==> src/rtl/lab9_div.sv <==
// lab9_div: sequential restoring divider, one quotient bit per clock.
// It is the inverse of the lab9 shift-add multiplier: it takes the product
// width as dividend and the operand width as divisor, and returns quotient
// and remainder. A zero divisor finishes in a single cycle with the
// quotient saturated to all ones and div_by_zero raised.

module lab9_div #(
    parameter int DW = 16,
    parameter int VW = 8
) (
    input  logic          CLK,
    input  logic          reset,
    input  logic          start,
    input  logic [DW-1:0] in_dividend,
    input  logic [VW-1:0] in_divisor,
    output logic [DW-1:0] out_q,
    output logic [VW-1:0] out_r,
    output logic          out_valid,
    output logic          div_by_zero,
    output logic          busy
);

    localparam int CW = (DW > 1) ? $clog2(DW) : 1;

    typedef enum logic [1:0] {
        IDLE = 2'd0,
        BUSY = 2'd1,
        DONE = 2'd2
    } state_t;

    state_t r_state;
    state_t w_stateNext;

    // Working registers. The partial remainder is kept to VW bits because
    // the restoring step always leaves it strictly below the divisor; the
    // extra bit of the shifted trial value only lives in w_trial.
    logic [VW-1:0] r_pr;
    logic [DW-1:0] r_q;
    logic [VW-1:0] r_d;
    logic [CW-1:0] r_cnt;

    // Visible result registers, updated only on completion or reset.
    logic [DW-1:0] r_outQ;
    logic [VW-1:0] r_outR;
    logic          r_valid;
    logic          r_dbz;

    logic [VW-1:0] w_prNext;
    logic [DW-1:0] w_qNext;
    logic [VW-1:0] w_dNext;
    logic [CW-1:0] w_cntNext;
    logic [DW-1:0] w_outQNext;
    logic [VW-1:0] w_outRNext;
    logic          w_validNext;
    logic          w_dbzNext;

    // One restoring iteration: shift the next dividend bit into the partial
    // remainder and try to subtract the divisor.
    logic [VW:0]   w_trial;
    logic [VW:0]   w_diff;
    logic          w_ge;
    logic [VW-1:0] w_prIter;
    logic [DW-1:0] w_qIter;
    logic          w_lastIter;

    // Combinational datapath for a single iteration. Since the partial
    // remainder is below the divisor, the trial value is below twice the
    // divisor, so the VW+1 bit difference is negative exactly when the trial
    // is smaller than the divisor; its top bit is therefore the borrow of
    // the unsigned VW+1 bit compare.
    always_comb begin
        w_trial    = {r_pr, r_q[DW-1]};
        w_diff     = w_trial - {1'b0, r_d};
        w_ge       = ~w_diff[VW];
        w_prIter   = w_ge ? w_diff[VW-1:0] : w_trial[VW-1:0];
        w_qIter    = {r_q[DW-2:0], w_ge};
        w_lastIter = (r_cnt == CW'(DW - 1));
    end

    // State register.
    always_ff @(posedge CLK or posedge reset) begin
        if (reset) begin
            r_state <= IDLE;
        end else begin
            r_state <= w_stateNext;
        end
    end

    // Next-state and next-register logic. Start is honoured in IDLE and
    // DONE only; while a division runs it is ignored so the operands and
    // latency of the running division are untouched.
    always_comb begin
        w_stateNext = r_state;
        w_prNext    = r_pr;
        w_qNext     = r_q;
        w_dNext     = r_d;
        w_cntNext   = r_cnt;
        w_outQNext  = r_outQ;
        w_outRNext  = r_outR;
        w_validNext = r_valid;
        w_dbzNext   = r_dbz;

        unique case (r_state)
            IDLE, DONE: begin
                if (start) begin
                    w_dNext   = in_divisor;
                    w_qNext   = in_dividend;
                    w_prNext  = '0;
                    w_cntNext = '0;
                    if (in_divisor == '0) begin
                        w_stateNext = DONE;
                        w_outQNext  = '1;
                        w_outRNext  = '0;
                        w_validNext = 1'b1;
                        w_dbzNext   = 1'b1;
                    end else begin
                        w_stateNext = BUSY;
                        w_validNext = 1'b0;
                        w_dbzNext   = 1'b0;
                    end
                end
            end

            BUSY: begin
                w_prNext  = w_prIter;
                w_qNext   = w_qIter;
                w_cntNext = r_cnt + 1'b1;
                if (w_lastIter) begin
                    w_stateNext = DONE;
                    w_outQNext  = w_qIter;
                    w_outRNext  = w_prIter;
                    w_validNext = 1'b1;
                end
            end

            default: begin
                w_stateNext = IDLE;
            end
        endcase
    end

    // Datapath and result registers; reset abandons any running division.
    always_ff @(posedge CLK or posedge reset) begin
        if (reset) begin
            r_pr    <= '0;
            r_q     <= '0;
            r_d     <= '0;
            r_cnt   <= '0;
            r_outQ  <= '0;
            r_outR  <= '0;
            r_valid <= 1'b0;
            r_dbz   <= 1'b0;
        end else begin
            r_pr    <= w_prNext;
            r_q     <= w_qNext;
            r_d     <= w_dNext;
            r_cnt   <= w_cntNext;
            r_outQ  <= w_outQNext;
            r_outR  <= w_outRNext;
            r_valid <= w_validNext;
            r_dbz   <= w_dbzNext;
        end
    end

    assign out_q       = r_outQ;
    assign out_r       = r_outR;
    assign out_valid   = r_valid;
    assign div_by_zero = r_dbz;
    assign busy        = (r_state == BUSY);

endmodule

==> config.mk <==
export PLATFORM = sky130hd
export DESIGN_NAME = lab9_div
export DESIGN_NICKNAME = d
export VERILOG_FILES = /design/src/rtl/lab9_div.sv
export SDC_FILE = /design/constraint.sdc
export NUM_CORES = 1
export LEC_CHECK = 0
export ABC_AREA = 1
export ABC_CLOCK_PERIOD_IN_PS = 3000
export CORE_UTILIZATION = 30
export DETAILED_ROUTE_END_ITERATION = 16
export GPL_ROUTABILITY_DRIVEN = 0
export GPL_TIMING_DRIVEN = 0
export PLACE_DENSITY = 0.55
export SYNTH_ARGS = -nofsm -noshare
export SYNTH_HDL_FRONTEND = slang
export SYNTH_SLANG_ARGS = --single-unit
==> constraint.sdc <==
create_clock -name CLK -period 3 [get_ports CLK]
set_clock_uncertainty 0.2 [all_clocks]
set_input_delay 0.9 -clock CLK [delete_from_list [all_inputs] [get_ports CLK]]
set_output_delay 0.9 -clock CLK [all_outputs]
set_load 0.005 [all_outputs]
==> qor.yml, run 1 <==
status: "completed"
dp.cells: 592
min_period_over_period: 0.933
fin_crit_ns: 2.80
yosysMostFrequentCell: "nand2_1"
grt.total_usage: 0.151
synth-seq-cells: 64
finalPower_mw: 4.97
drc: 0
cts_hold_buf: 0
post_cts_buffers: 0
p_leak_nw: 2.02
cts.sinks: 64
end_kind: "output port"
holdWs_ns: 0.269
worst_slew_pin_slew_ns: 0.528
worstPathRequired_ns: 1.90
netlist_top_cells_count: "nand2_1, dfrtp_1, nor2_1, o21ai_0, inv_1"
final_cell_area_um2: 4170
synth_seq_area_share: 0.493
regArea_um2: 1600
clockRootBuffer: "clkbuf_8"
r2r_cells: 14
syn-num-nets: 439
netlist_top_cells_area: "dfrtp_1, nand2_1, nor2_1"
nNetsFinal: 504
area_growth_pct: 28.3
fillCellCount: 1091
synth_area_um2: 3250
max-vdd-ir-drop_v: 0.000426
slew-limit-headroom: 0.647
first_pass_iters: 4
wl_per_cell_um: 12.5
cts.clk_slew.worst_paths_ns: 0.07
max_clock_freq_mhz: 357
routed_via_density: 4.50
antenna_found_initial: 0
placeableCoreArea_um2: 10400
grt_overflow: 0
maxCapViolCount: 0
rsz0062_at_grt: "false"
grt_pass1_wl_mm: 13.1
ant_nets: 0
dieArea_um2: 11200
crit_type: "flop to output port"
cts_max_path_buffers: 2
multi_input_comb_area_um2: 1420
yosys.area.top_type: "dfrtp_1"
io_buffers: 53
async_flop_share: 1.00
start_util: 0.312
yosysUniqueCellTypes: 30
num_rows: 37
pwr_density_cell_nw_per_um2: 1190
pin_count: 54
routed_wl_mm: 7.60
timing_hold_violations_final: 0
n_antenna_cell: 0
slew_viol_final: 0
cts_made_buffers: 9
fin_ws_ns: 0.200
syn_area_per_cell_um2: 8.08
synth_top_flop_cell: "dfrtp_1"
critPathLaunchType: "flop"
htreeDepth: 3
dpl_cell_area_um2: 3970
path_max_fanout: 10
hold_depth: 1
dp_hpwl_mm: 5.53
synth_warnings: 0
grt_pass1_vias: 2662
hold_class: "flop to flop"
drt_iter0_markers: 128
setup_tns_ns: 0
drive_gt1_frac: 0.114
stdcell_count: 608
dp_slack_ns: 0.314
synth_cells: 402
synth_top_area_share: 0.493
cts_tree: "yes"
synth-edff-count: 0
finalSetupViolCount: 0
clock_latency_ns: 0.34
final_util: 0.400
vias: 2738
arrival_ns: 1.70
cts-resized-gates: 0
die_x_um: 106
grt_start_max_net_pins: 42
die_h_um: 106
==> power breakdown <==
group          internal [mW]  switching (mW)  total, mW
registers               1.27           0.224       1.50
logic                   1.14            1.57       2.71
clock network          0.428           0.336      0.764
total                   2.84            2.13       4.97
==> metal layers <==
metal  global-route usage  part of all wire  routed length [um]  vias up
met1                0.219              0.51                3850     1281
met4               0.0446            0.0097                  74        0
met2                0.222              0.43                3290       59
met3               0.0374             0.050                 381        4
met5                    0                 0                   0        -
li1                     -                 -                   -     1394
==> critical path: stages (launching register included) <==
cell,delay (ns)
dfrtp_1,0.41
nor2_4,0.14
buf_6,0.16
buf_6,0.15
clkdlybuf4s50_1,0.50
==> cells by family after synthesis <==
logic type,after synthesis,synth area share
and+or+nand+nor,221,0.298
buffers and inverters,50,0.0709
DFF,64,0.493
AOI/OAI and AO/OA,53,0.0863
adders and majority gates,10,0.0408
xor gates and xnor gates,4,0.0108
==> sequential cells by signal, summed over array words and instances (netlist names) <==
name and flops:
out_q 16, r_q 16, out_r 8, r_d 8, r_pr 8, r_cnt 4
r_state 2, div_by_zero 1, out_valid 1
==> final cells by class <==
class / instances / area share
clock buffers: 13 / 0.0381
repair buffers: 54 / 0.132
well taps: 136 / 0.0408
multi-input cells: 288 / 0.340
plain buffers: 14 / 0.0228
clock inverters: 3 / 0.00961
flip-flops and latches: 64 / 0.384
inverters: 36 / 0.0324
==> placed cells by master (no fill, tap or decap), types with 3 or more instances in the layout <==
cell type	count
nor2_1	57
nand2_1	116
nand2_2	4
or2_2	15
inv_2	4
o21ai_0	38
a21oi_1	8
dfrtp_1	64
nand2_4	3
buf_2	4
ha_1	9
nand4_1	3
buf_6	5
clkbuf_8	11
clkbuf_1	7
inv_1	32
clkdlybuf4s50_1	53
nand3_1	17
==> path summary, 6_finish.rpt <==
kind                             to  startpoint  slack, ns
setup / recovery               busy  r_state[1]       0.20
hold / removal             r_cnt[3]    r_cnt[3]       0.27
setup reg to reg           out_r[3]     r_q[15]       0.72
hold reg to reg            r_cnt[3]    r_cnt[3]       0.27
max in group asynchronous  out_q[3]       reset       1.28
min in group asynchronous  out_q[7]       reset       0.72
No activity file was read; power rests on OpenSTA's default activity.
==> run 2, diff against run 1 <==
- CAP_MARGIN: unset -> 10
==> results of run 2 <==
The final DEF is identical to that of run 1; final timing and power are the same.
